File: config.mk
export PLATFORM = sky130hd
export DESIGN_NAME = audio_pdm_cic_decimator
export DESIGN_NICKNAME = d
export VERILOG_FILES = /design/src/rtl/audio_pcm_pkg.sv /design/src/rtl/audio_dc_block.sv /design/src/rtl/audio_pdm_cic_decimator.sv
export SDC_FILE = /design/constraint.sdc
export NUM_CORES = 1
export LEC_CHECK = 0
export BUFFER_PORTS_ARGS = -buffer_cell sky130_fd_sc_hd__buf_2
export CAP_MARGIN = 10
export CORE_ASPECT_RATIO = 0.6
export CORE_MARGIN = 2
export CORE_UTILIZATION = 47
export CTS_CLUSTER_SIZE = 20
export DETAILED_ROUTE_END_ITERATION = 8
export GPL_ROUTABILITY_DRIVEN = 0
export GPL_TIMING_DRIVEN = 1
export PLACE_DENSITY = 0.65
export RECOVER_POWER = 100
export SLEW_MARGIN = 0
export SYNTH_ARGS = -nofsm -noshare
export SYNTH_HDL_FRONTEND = slang
export SYNTH_HIERARCHICAL = 1
export SYNTH_SLANG_ARGS = --single-unit
File: constraint.sdc
create_clock -name clk -period 6.3 [get_ports clk]
set_clock_uncertainty 0.15 [all_clocks]
set_input_delay 1.26 -clock clk [delete_from_list [all_inputs] [get_ports clk]]
set_output_delay 1.26 -clock clk [all_outputs]
set_load 0.01 [all_outputs]
File: src/rtl/audio_pcm_pkg.sv
// Shared audio PCM helpers: CIC order, CIC accumulator width, signed saturation.
package audio_pcm_pkg;

    localparam int CIC_ORDER = 3;

    function automatic int cic_w_acc(input int w_in, input int log_dec);
        return w_in + 1 + CIC_ORDER * log_dec;
    endfunction

    // Clamp v to the signed range of a w-bit word; caller truncates to w bits.
    function automatic logic signed [63:0] sat_signed(input logic signed [63:0] v, input int w);
        logic signed [63:0] hi;
        logic signed [63:0] lo;
        hi = (64'sd1 <<< (w - 1)) - 64'sd1;
        lo = -(64'sd1 <<< (w - 1));
        if (v > hi) begin
            return hi;
        end else if (v < lo) begin
            return lo;
        end else begin
            return v;
        end
    endfunction

endpackage

File: src/rtl/audio_dc_block.sv
// First-order DC blocker with saturated output; one clock of latency per accepted sample.
module audio_dc_block
    import audio_pcm_pkg::*;
#(
    parameter int W        = 16,
    parameter int DC_SHIFT = 8
) (
    input  logic                clk,
    input  logic                rst_n,
    input  logic                in_vld,
    input  logic signed [W-1:0] in,
    output logic                out_vld,
    output logic signed [W-1:0] out
);

    localparam int WZ = W + DC_SHIFT;

    logic signed [WZ-1:0] z_r;
    logic signed [WZ-1:0] z_nxt_s;
    logic signed [W-1:0]  prev_r;
    logic                 out_vld_r;
    logic signed [W-1:0]  out_r;

    assign z_nxt_s = WZ'(in) - WZ'(prev_r) + z_r - (z_r >>> DC_SHIFT);

    // Filter state and registered saturated output
    always_ff @(posedge clk or negedge rst_n) begin
        if (!rst_n) begin
            z_r       <= '0;
            prev_r    <= '0;
            out_vld_r <= 1'b0;
            out_r     <= '0;
        end else begin
            out_vld_r <= in_vld;
            if (in_vld) begin
                prev_r <= in;
                z_r    <= z_nxt_s;
                out_r  <= W'(sat_signed(64'(z_nxt_s), W));
            end
        end
    end

    assign out_vld = out_vld_r;
    assign out     = out_r;

endmodule

File: src/rtl/audio_pdm_cic_decimator.sv
// PDM to PCM: third-order CIC decimator, saturating rescale, 1-entry valid/ready buffer.
// Define AUDIO_PDM_DCBLOCK_EN to insert audio_dc_block ahead of the output buffer.
module audio_pdm_cic_decimator
    import audio_pcm_pkg::*;
#(
    parameter int W_IN         = 1,
    parameter int W_OUT        = 16,
    parameter int LOG_DECIMATE = 5,
    parameter int DC_SHIFT     = 8
) (
    input  logic                    clk,
    input  logic                    rst_n,
    input  logic                    clk_en,
    input  logic [W_IN-1:0]         pdm_in,
    output logic signed [W_OUT-1:0] sample_out,
    output logic                    sample_out_vld,
    input  logic                    sample_out_rdy,
    output logic                    overrun,
    input  logic                    overrun_clr
);

    localparam int W_ACC = cic_w_acc(W_IN, LOG_DECIMATE);
    localparam int SHIFT = W_IN + CIC_ORDER * LOG_DECIMATE - W_OUT;

    if (SHIFT < 0 || DC_SHIFT < 1) begin : g_bad_cfg
        $error("audio_pdm_cic_decimator: unsupported parameter combination");
    end

    logic signed [W_ACC-1:0]    x_s, i1_r, i2_r, i3_r;
    logic signed [W_ACC-1:0]    d1_r, d2_r, d3_r, c1_s, c2_s, c3_s, c3_r;
    logic [LOG_DECIMATE-1:0]    cnt_r;
    logic                       strobe_s;
    logic [1:0]                 settle_r;
    logic                       comb_vld_r;
    logic signed [W_OUT-1:0]    y_s, y_r;
    logic                       y_vld_r;
    logic                       buf_vld_s;
    logic signed [W_OUT-1:0]    buf_in_s;
    logic signed [W_OUT-1:0]    sample_r;
    logic                       vld_r;
    logic                       overrun_r;

    // Unsigned PDM code mapped to odd symmetric levels: 2*code - (2^W_IN - 1)
    assign x_s = $signed({{(W_ACC-W_IN-1){1'b0}}, pdm_in, 1'b0})
               - $signed(W_ACC'((64'd1 << W_IN) - 64'd1));

    assign strobe_s = clk_en && (&cnt_r);
    assign c1_s     = i3_r - d1_r;
    assign c2_s     = c1_s - d2_r;
    assign c3_s     = c2_s - d3_r;
    assign y_s      = W_OUT'(sat_signed((64'(c3_r)) >>> SHIFT, W_OUT));

    // Integrators and decimation counter; wrap-around is harmless for CIC
    always_ff @(posedge clk or negedge rst_n) begin
        if (!rst_n) begin
            i1_r  <= '0;
            i2_r  <= '0;
            i3_r  <= '0;
            cnt_r <= '0;
        end else if (clk_en) begin
            i1_r  <= i1_r + x_s;
            i2_r  <= i2_r + i1_r;
            i3_r  <= i3_r + i2_r;
            cnt_r <= cnt_r + LOG_DECIMATE'(1);
        end
    end

    // Comb section at the decimated rate; first three results are warm-up
    always_ff @(posedge clk or negedge rst_n) begin
        if (!rst_n) begin
            d1_r       <= '0;
            d2_r       <= '0;
            d3_r       <= '0;
            c3_r       <= '0;
            settle_r   <= 2'd0;
            comb_vld_r <= 1'b0;
        end else begin
            comb_vld_r <= 1'b0;
            if (strobe_s) begin
                d1_r <= i3_r;
                d2_r <= c1_s;
                d3_r <= c2_s;
                c3_r <= c3_s;
                if (settle_r == 2'd3) begin
                    comb_vld_r <= 1'b1;
                end else begin
                    settle_r <= settle_r + 2'd1;
                end
            end
        end
    end

    // Rescale and saturate stage
    always_ff @(posedge clk or negedge rst_n) begin
        if (!rst_n) begin
            y_r     <= '0;
            y_vld_r <= 1'b0;
        end else begin
            y_vld_r <= comb_vld_r;
            if (comb_vld_r) begin
                y_r <= y_s;
            end
        end
    end

`ifdef AUDIO_PDM_DCBLOCK_EN
    audio_dc_block #(
        .W        (W_OUT),
        .DC_SHIFT (DC_SHIFT)
    ) u_dc_block (
        .clk     (clk),
        .rst_n   (rst_n),
        .in_vld  (y_vld_r),
        .in      (y_r),
        .out_vld (buf_vld_s),
        .out     (buf_in_s)
    );
`else
    assign buf_vld_s = y_vld_r;
    assign buf_in_s  = y_r;
`endif

    // Output buffer: load when empty or popping; otherwise drop and flag overrun
    always_ff @(posedge clk or negedge rst_n) begin
        if (!rst_n) begin
            sample_r  <= '0;
            vld_r     <= 1'b0;
            overrun_r <= 1'b0;
        end else begin
            if (buf_vld_s && (!vld_r || sample_out_rdy)) begin
                sample_r <= buf_in_s;
                vld_r    <= 1'b1;
            end else if (vld_r && sample_out_rdy) begin
                vld_r <= 1'b0;
            end
            if (overrun_clr) begin
                overrun_r <= 1'b0;
            end else if (buf_vld_s && vld_r && !sample_out_rdy) begin
                overrun_r <= 1'b1;
            end
        end
    end

    assign sample_out     = sample_r;
    assign sample_out_vld = vld_r;
    assign overrun        = overrun_r;

endmodule
==> metrics.md, run 1 <==
| Metric | Value |
|---|---|
| Flops & latches, synth | roughly 160 |
| Vias | ~7.8k |
| Clock Pin Slew Worst Setup and Hold Paths | roughly 70 ps |
| Setup Viol. Count Final | 0 |
| First-pass GRT wire length | 35760 microns |
| Post-synth EDFFs | 0 |
| Clock sinks | 162 |
| Width of the die | ~200 microns |
| Synth Area in Adders | between 10% and 20% |
| Clk_lat worst skew | 440 ps |
| Final HPWL DP | 14520 microns |
| RSZ-0062 raised after global routing | no |
| Synth unique cells | 63 |
| XOR/XNOR Fraction of Synth Area | between 6 and 7% |
| Hold-fix buffers at CTS | 0 |
| Max Freq | roughly 170 MHz |
| DRC violations left | 0 |
| Initial antenna violation count | 0 |
| Initial core utilization | 48.14% |
| Period minus WS final | 5790 ps |
| Cells after Synth | between 1k and 1.5k |
| # rows | 42 |
| Setup TNS | 0 ps |
| Post-synth top area share | 37.97% |
| Worst path required time | around 6500 ps |
| Port Buffers | 23 |
| Fill count | 2066 |
| Layout cells sized above 1 | around 13% |
| Post-Route WL | a little over 20000 microns |
| Final hold violations | 0 |
| Slew @ Worst Pin | roughly 3600 ps |
| DR WL/cell | about 14 microns |
| Crit share post-route | slightly above 90% |
| Post-CTS Setup Repair Bufs | 0 |
| Post-synthesis mux area share | between 10% and 20% |
| Seq/Total Area, Yosys | a little under two fifths |
| Simple-Gate Fraction of Synth Area | between 10% and 20% |
| Final net count | around 1.2k |
| Crit path max-delay family | compound AO/OA/AOI/OAI gates |
| Largest family of logic cells by synthesized area | compound AO/OA/AOI/OAI gates |
| Largest net degree at the start of global routing | ~70 |
| Crit-path max FO | 6 |
| Core Box Area | 0.02218 sq mm |
| Ys Warns | 6 |
| Antenna viol nets, final | 0 |
| Chip height | roughly 120 microns |
| Synthesized cell area | between 0.01 and 0.015 sq mm |
| CP max stage delay | around 400 ps |
| Clock Tree Root | clkbuf_16 |
| Worst Hold Class | reg -> reg |
| Post-Layout Cell Count | 1440 |
| Global route overflow | 0 |
| Most Frequent Cell on Critical Path | ha_1 |
| CTS tree | done |
| Largest cells by area after synthesis | dfrtp_1 38%, ha_1 11%, mux2_2 11% |
| Mean Syn Cell Area | 9.680 sq um |
| Async S/R FF share, synth | 100.0% |
| # IOs | 24 |
| Critical path type | reg -> reg |
| First DRT Iteration DRCs | approximately 400 |
| P&R area growth vs syn | 8.813% |
| GR Util All Layers | a little under a fifth |
| Status | complete, but fails checks |
| CTS Buffer Depth | 2 |
| Failing checks | max-capacitance violations, max-slew violations |
| DP Area | between 0.01 and 0.015 sq mm |
| TritonRoute pass-1 iters | 5 |
| Compound-Gate Fraction of Synth Area | 14.04% |
| Vias in the first global route | roughly 7.4k |
| CTS buffer count | 17 |
| Crit path max-delay cell type | fa_1 |
| Element type at the critical path end | register |
| Post-Syn Nets | around 1.2k |
| Crit path arrival time | between 5000 and 6000 ps |
| Placed cell count | approximately 1.4k |
| Max-Cap Viols | 2 |
| Crit path buffers/inverters | 2 |
| Via/cell ratio | roughly 5.4 |
| Cell taking the most area after synthesis | dfrtp_1 |
| Max-slew violation count | 136 |
| N_diodes | 0 |
| H-tree Lvls | 4 |
| Die area | between 0.02 and 0.025 sq mm |
| Ys flop type | dfrtp_1 |
| Final instance area | about 0.012 sq mm |
| Worst setup SP type | register |
| Slew HR | -137.3% |
| Post-CTS Resized | 0 |
[metal layers]
metal	vias up	share of wire (%)	global-route usage (%)
li1	3968	-	-
met1	3712	57	29.31
met2	99	39	25.04
met3	12	3.5	3.766
met4	0	0.88	4.524
met5	-	0	0
[synthesized netlist by cell type, types with 5 or more instances]
cell,number
nor3b_1,6
clkbuf_1,28
nor2_1,72
o21ai_0,39
fa_1,6
a21o_1,23
o21ai_1,26
nand2b_1,7
o31ai_1,7
inv_1,81
nor2b_1,17
a2111oi_0,5
nor3_1,37
xor2_1,28
mux2_2,106
a211oi_1,9
nand4_1,7
and2_1,6
dfrtp_1,162
and3_1,18
a21oi_1,82
or3_1,9
nand2_1,78
o21a_1,8
xnor2_1,47
a211o_1,6
ha_1,98
nand3_1,21
[path summary, 6_finish.rpt]
path                                from  endpoint  slack [ps]  cells past startpoint
worst max-delay path             i3_r[0]  c3_r[16]         510                     26
worst min-delay path            cnt_r[3]  cnt_r[3]         320                      1
worst max register to register   i3_r[0]  c3_r[16]         510                     26
worst min register to register  cnt_r[3]  cnt_r[3]         320                      1
max in group asynchronous          rst_n  d2_r[14]        1310                      2
min in group asynchronous          rst_n   i1_r[0]        1880                      1
[worst reg2reg max path, cell delays in order, from the launching register on]
cell and delay [ps]:
dfrtp_1 380, inv_1 90, ha_1 180, inv_1 60, fa_1 400, a21o_1 200, a211oi_2 290, nor2_1 90
nand2_1 80, nand2_1 50, a211oi_1 220, nor3_1 90, ha_1 380, a21o_1 240, a31o_2 250, a21oi_1 220
o21bai_1 100, xor2_1 140, ha_1 400, nand3_1 100, a211oi_1 290, nor2_1 110, a211o_1 310, mux2_2 250
a21oi_1 50, and3_1 310, a211o_1 220
[logic make-up (layout without fill, tap and decap cells)]
kind of cell,Yosys count,count (layout)
AND/OR/NAND/NOR,298,298
buffers and inverters,113,142
multiplexers,110,110
adder cells (fa/ha/maj),104,104
flip-flops,162,162
XOR/XNOR,75,75
AO/OA/AOI/OAI,241,241
[metrics by stage]
step / hold slack [ps] / utilization (%) / setup slack, ps
global route: 353.9 / 52.39 / 152.7
finish: 321.7 / 52.39 / 509.7
global placement: 303.5 / 50.10 / 839.0
detailed placement: 317.7 / 50.10 / 677.1
floorplan: 201.9 / - / 1241
CTS: 326.9 / 52.65 / 622.3
[cells in the final DEF (no fill, tap or decap), types with 22 or more instances in the layout]
master | synthesis | final
nand2_1 | 78 | 78
nor2_1 | 72 | 72
inv_1 | 81 | 82
o21ai_0 | 39 | 55
xnor2_1 | 47 | 47
a21o_1 | 23 | 23
clkbuf_1 | 28 | 22
dfrtp_1 | 162 | 162
nor3_1 | 37 | 37
ha_1 | 98 | 98
xor2_1 | 28 | 28
mux2_2 | 106 | 105
a21oi_1 | 82 | 82
[final cells by class]
type,instances,area [sq um],share of cell area (%)
multi-input cells,828,6190,53.28
flip-flops and latches,162,4054,34.89
clock buffers,17,425.4,3.662
well taps,308,385.4,3.317
inverters,82,307.8,2.649
clock inverters,15,140.1,1.206
repair buffers,28,115.1,0.9908
[state kept, by name (all words and copies together), names as in the netlist, 2 cells and up]
name and cells:
buf_in_s 16, c3_r 17, cnt_r 5, d1_r 17, d2_r 17, d3_r 17, i1_r 17, i2_r 17
i3_r 17, sample_out 16, settle_r 2
Power of run 1 is not shown: default switching activity piles up to over one toggle a cycle in this logic, so the estimate is an artifact.
==> inputs of run 2 (changes only) <==
CORE_MARGIN = default   (was 2)
GPL_ROUTABILITY_DRIVEN = 1   (was 0)
==> run 2 against run 1 <==
  * The flow still finishes with violations (max-capacitance violations, max-slew violations)
  * Via count decreased by 0.44%
  * Non-clock buffer count did not move
  * Count of clock-buffer cells in the layout rose by 6
==> metrics.md, run 2 (synthesis results as in run 1) <==
| Metric | Value |
|---|---|
| Status | complete, but fails checks (unchanged) |
| Failing checks | max-capacitance violations, max-slew violations (unchanged) |
| R2R setup slack | 640 ps (was 510 ps) |
| Vias in the first global route | 7475 (was 7351) |
| Worst R2R End | c3_r[16] (unchanged) |
| Crit path arrival time | 5820 ps (was 5960 ps) |
| Worst setup SP type | register (unchanged) |
| Period minus WS final | 5656 ps (was 5790 ps) |
| Antenna viol nets, final | 0 (unchanged) |
| Slew @ Worst Pin | 4449 ps (was 3559 ps) |
| CTS buffer count | 17 (unchanged) |
| Max Freq | 176.8 MHz (was 172.7 MHz) |
| Chip height | 118.7 microns (was 120.7 microns) |
| Initial core utilization | 48.14% (unchanged) |
| Crit-path max FO | 6 (unchanged) |
| RSZ-0062 raised after global routing | no (unchanged) |
| Final instance area | 0.01171 sq mm (was 0.01162 sq mm) |
| Most frequent cells in the layout | 162 x dfrtp_1, 106 x mux2_2, 98 x ha_1 (was 162 x dfrtp_1, 105 x mux2_2, 98 x ha_1) |
| Final hold violations | 0 (unchanged) |
| Final HPWL DP | 14480 microns (was 14520 microns) |
| Hold-fix buffers at CTS | 0 (unchanged) |
| Clock Pin Slew Worst Setup and Hold Paths | 60 ps (was 70 ps) |
| Core Box Area | 0.02218 sq mm (unchanged) |
| Largest net degree at the start of global routing | 80 (was 69) |
| Most common cell after layout, fill and taps aside | dfrtp_1 (unchanged) |
| # rows | 42 (unchanged) |
| Final net count | 1229 (unchanged) |
| Layout cells sized above 1 | 13.62% (was 13.43%) |
| Worst Hold Class | reg -> reg (unchanged) |
| Max-slew violation count | 143 (was 136) |
| Slew HR | -196.6% (was -137.3%) |
| Clock sinks | 162 (unchanged) |
| Hold Startpoint | cnt_r[3] (unchanged) |
| Final GP Congestion | 0.8237 |
| Layout Utilization | 52.79% (was 52.39%) |
| Max-Cap Viols | 2 (unchanged) |
| CTS tree | done (unchanged) |
| P&R area growth vs syn | 9.657% (was 8.813%) |
| Die area | 0.02334 sq mm (was 0.02398 sq mm) |
| WHS | 326.1 ps (was 321.7 ps) |
| First-pass GRT wire length | 36390 microns (was 35760 microns) |
| GR Util All Layers | 19.20% (was 18.44%) |
| DP Area | 0.01111 sq mm (unchanged) |
| Worst Setup EP | c3_r[16] (unchanged) |
| Width of the die | 196.6 microns (was 198.6 microns) |
| # IOs | 24 (unchanged) |
| DRC violations left | 0 (unchanged) |
| Worst Setup SP | i3_r[0] (unchanged) |
| Post-CTS Setup Repair Bufs | 0 (unchanged) |
| N_diodes | 0 (unchanged) |
| Post-Route WL | 20590 microns (was 20180 microns) |
| H-tree Lvls | 4 (unchanged) |
| Via/cell ratio | 5.391 (was 5.410) |
| FF-to-FF path depth | 26 (unchanged) |
| WHS Path Cells | 1 (unchanged) |
| Worst path required time | 6460 ps (was 6470 ps) |
| DR WL/cell | 14.31 microns (was 14.01 microns) |
| Global route overflow | 0 (unchanged) |
| Worst flop-to-flop path startpoint | i3_r[0] (unchanged) |
| Element type at the critical path end | register (unchanged) |
| Crit share post-route | 89.78% (was 91.91%) |
| Fill count | 2032 (was 2066) |
| Critical path type | reg -> reg (unchanged) |
| TritonRoute pass-1 iters | 5 (unchanged) |
| Vias | 7757 (was 7791) |
| Clk_lat worst skew | 440 ps (about the same) |
| Setup TNS | 0 ps (unchanged) |
| First DRT Iteration DRCs | 337 (was 407) |
| Initial antenna violation count | 0 (unchanged) |
| CTS Buffer Depth | 2 (unchanged) |
| Port Buffers | 23 (unchanged) |
| Setup Viol. Count Final | 0 (unchanged) |
| Post-CTS Resized | 0 (unchanged) |
| Clock Tree Root | clkbuf_16 (unchanged) |
==> run 2: worst min-delay path by stage <==
stage,to,slack [ps]
6_report,cnt_r[3],330
5_1_grt,cnt_r[3],360
4_1_cts,cnt_r[3],320
3_5_place_dp,cnt_r[3],310
3_3_place_gp,cnt_r[3],310
2_1_floorplan,buf_vld_s,200
==> run 2: final cells by class <==
class / count / area [sq um] / share of cell area, %
clock buffer: 23 / 488.0 / 4.168
clock inverter: 8 / 148.9 / 1.272
inverter: 82 / 307.8 / 2.629
multi-input combinational: 828 / 6198 / 52.94
sequential: 162 / 4054 / 34.63
tap: 308 / 385.4 / 3.292
timing repair buffer: 28 / 125.1 / 1.069
==> run 2: critical path, stage by stage, from the launching register on <==
cell and delay [ps]:
dfrtp_1 390, inv_1 90, ha_1 170, inv_1 50, fa_1 400, a21o_1 200, a211oi_2 290, nor2_1 100
nand2_1 80, nand2_1 50, a211oi_1 230, nor3_1 90, ha_1 370, a21o_1 230, a31o_2 250, a21oi_1 200
o21bai_1 100, xor2_1 150, ha_1 390, nand3_1 110, a211oi_1 280, nor2_1 100, a211o_1 310, mux2_2 250
a21oi_1 60, and3_1 230, a211o_1 230
==> run 2: layer usage <==
metal  vias to the layer above  track usage [%]  part of all wire (%)
li1                       3951                -                     -
met1                      3709            29.98                    57
met2                        80            26.40                    39
met3                        17            3.624                   3.0
met4                         0            5.620                  0.98
met5                         -                0                     0
==> run 2: per-stage QoR <==
stage,worst slack (ps),instances
final,644.0,1439
after CTS,689.7,1439
after global placement,859.5,1408
after floorplan,1241,1103
after global routing,222.8,1439
after detailed placement,725.0,1408
Power of run 2 is left out for the same reason.
==> inputs of run 3 (changes only) <==
PLACE_DENSITY = default   (was 0.65)
SLEW_MARGIN = 15   (was 0)
==> run 3 against run 2 <==
  * The run still ends with max-capacitance violations, max-slew violations left
  * Final area shrank 0.59%
  * Die area stayed put
  * Non-clock buffer count did not move
  * Routed wire length is 1.5% higher
  * Via count is 0.54% lower
  * First-iteration DRC count rose by 37%
  * Utilization shrank 0.31 points
  * Maximum frequency down 2.8%
  * Register-to-register slack got worse by 160 ps
  * Global-route usage about the same
  * Flip-flop and latch count unchanged
==> metrics.md, run 3 (synthesis results as in run 1) <==
| Metric | Value |
|---|---|
| Status | complete, but fails checks (unchanged) |
| Failing checks | max-capacitance violations, max-slew violations (unchanged) |
| DRC violations left | 0 (unchanged) |
| Crit path depth | 27 (was 26) |
| Setup Viol. Count Final | 0 (unchanged) |
| Final GP Congestion | 0.7571 (was 0.8237) |
| Worst Setup SP | i3_r[0] (unchanged) |
| Max-Cap Viols | 3 (was 2) |
| Worst path required time | 6450 ps (was 6460 ps) |
| Max-slew violation count | 160 (was 143) |
| Element type at the critical path end | register (unchanged) |
| DR WL/cell | 14.52 microns (was 14.31 microns) |
| Hold-fix buffers at CTS | 0 (unchanged) |
| Max Freq | 171.8 MHz (was 176.8 MHz) |
| FF-to-FF path depth | 27 (was 26) |
| Final net count | 1229 (unchanged) |
| # IOs | 24 (unchanged) |
| Antenna viol nets, final | 0 (unchanged) |
| Worst setup SP type | register (unchanged) |
| Worst Setup EP | c3_r[16] (unchanged) |
| Final HPWL DP | 14860 microns (was 14480 microns) |
| CTS buffer count | 17 (unchanged) |
| Crit path arrival time | 5970 ps (was 5820 ps) |
| Most frequent cells in the layout | 162 x dfrtp_1, 105 x mux2_2, 98 x ha_1 (was 162 x dfrtp_1, 106 x mux2_2, 98 x ha_1) |
| Worst flop-to-flop path startpoint | i3_r[0] (unchanged) |
| Largest net degree at the start of global routing | 73 (was 80) |
| CP max stage delay | 390 ps (was 400 ps) |
| First DRT Iteration DRCs | 462 (was 337) |
| CTS Buffer Depth | 2 (unchanged) |
| Via/cell ratio | 5.361 (was 5.391) |
| # rows | 42 (unchanged) |
| Clock Pin Slew Worst Setup and Hold Paths | 60 ps (about the same) |
| Vias | 7715 (was 7757) |
| Crit path max-delay cell type | fa_1 (unchanged) |
| Chip height | 118.7 microns (unchanged) |
| Post-CTS Resized | 0 (unchanged) |
| Slew @ Worst Pin | 4090 ps (was 4449 ps) |
| Initial antenna violation count | 0 (unchanged) |
| Layout cells sized above 1 | 13.26% (was 13.62%) |
| DP Worst Slack | 662.4 ps (was 725.0 ps) |
| Clock Tree Root | clkbuf_16 (unchanged) |
| Most Frequent Cell on Critical Path | ha_1 (unchanged) |
| P&R area growth vs syn | 9.012% (was 9.657%) |
| Most common cell after layout, fill and taps aside | dfrtp_1 (unchanged) |
| R2R setup slack | 480 ps (was 640 ps) |
| Setup TNS | 0 ps (unchanged) |
| Fin worst setup slack | 480.0 ps (was 644.0 ps) |
| Crit path buffers/inverters | 2 (unchanged) |
| Vias in the first global route | 7261 (was 7475) |
| Crit-path max FO | 6 (unchanged) |
| Clk_lat worst skew | 430 ps (was 440 ps) |
| Global route overflow | 0 (unchanged) |
| Clock sinks | 162 (unchanged) |
| Worst Hold Class | reg -> reg (unchanged) |
| Crit share post-route | 92.38% (was 89.78%) |
| GR Util All Layers | 19.21% (was 19.20%) |
| First-pass GRT wire length | 36020 microns (was 36390 microns) |
| N_diodes | 0 (unchanged) |
| Core Box Area | 0.02218 sq mm (unchanged) |
| Post-Route WL | 20890 microns (was 20590 microns) |
| Post-CTS Setup Repair Bufs | 0 (unchanged) |
| Initial core utilization | 48.14% (unchanged) |
| Width of the die | 196.6 microns (unchanged) |
| Period minus WS final | 5820 ps (was 5656 ps) |
| Critical path type | reg -> reg (unchanged) |
| Crit path max-delay family | compound AO/OA/AOI/OAI gates (unchanged) |
| Final hold violations | 0 (unchanged) |
| RSZ-0062 raised after global routing | no (unchanged) |
| CTS tree | done (unchanged) |
| Slew HR | -172.6% (was -196.6%) |
| Port Buffers | 23 (unchanged) |
| H-tree Lvls | 4 (unchanged) |
| TritonRoute pass-1 iters | 5 (unchanged) |
| Die area | 0.02334 sq mm (unchanged) |
| Worst R2R End | c3_r[16] (unchanged) |
[run 3: worst min-delay path by stage]
stage,startpoint,to,slack (ps),cells after the start
detailed placement,cnt_r[3],cnt_r[3],310,1
CTS,cnt_r[3],cnt_r[3],330,1
global route,cnt_r[3],cnt_r[3],350,1
global placement,cnt_r[3],cnt_r[3],310,1
finish,settle_r[0],settle_r[0],320,1
floorplan,comb_vld_r,buf_vld_s,200,0
[run 3: worst register-to-register path: stages, from the launching register on]
cell	delay, ps
dfrtp_1	380
inv_1	90
ha_1	180
inv_1	60
fa_1	390
a21o_1	210
a211oi_2	300
nor2_1	100
nand2_1	80
nand2_1	50
a211oi_1	230
nor3_1	90
ha_1	380
a21o_1	230
nor3_1	160
nand3_1	160
and2_0	200
a21oi_1	180
xnor2_1	100
ha_1	350
nand3_1	90
a211oi_1	300
nor2_1	110
a211o_1	320
mux2_2	250
a21oi_1	60
and3_1	240
a211o_1	240
[run 3: stage by stage]
stage          hold WS [ps]  utilization [%]  cells  instance area [sq um]
6_report              323.6            52.48   1439                  11640
3_3_place_gp          306.8            50.10   1408                  11110
3_5_place_dp          314.3            50.10   1408                  11110
4_1_cts               327.2            52.74   1439                  11700
5_1_grt               351.2            52.48   1439                  11640
2_1_floorplan         201.9                -   1103                  10680
[run 3: final cells by class]
| type | count | area, sq um |
|---|---|---|
| Tap cell | 308 | 385.4 |
| Inverter | 82 | 307.8 |
| Fill cell | 2095 | 10540 |
| Clock inverter | 11 | 137.6 |
| Clock buffer | 20 | 446.7 |
| Sequential cell | 162 | 4054 |
| Timing Repair Buffer | 28 | 116.4 |
| Multi-Input combinational cell | 828 | 6191 |
[run 3: metal layers]
layer | GRT usage [%] | share of wire (%) | wire (microns) | up-vias
li1 | - | - | - | 3953
met1 | 31.50 | 59 | 12300 | 3664
met2 | 25.22 | 37 | 7826 | 87
met3 | 3.796 | 3.1 | 643 | 11
met4 | 4.021 | 0.56 | 116 | 0
met5 | 0 | 0 | 0 | -
Power of run 3 is left out for the same reason.
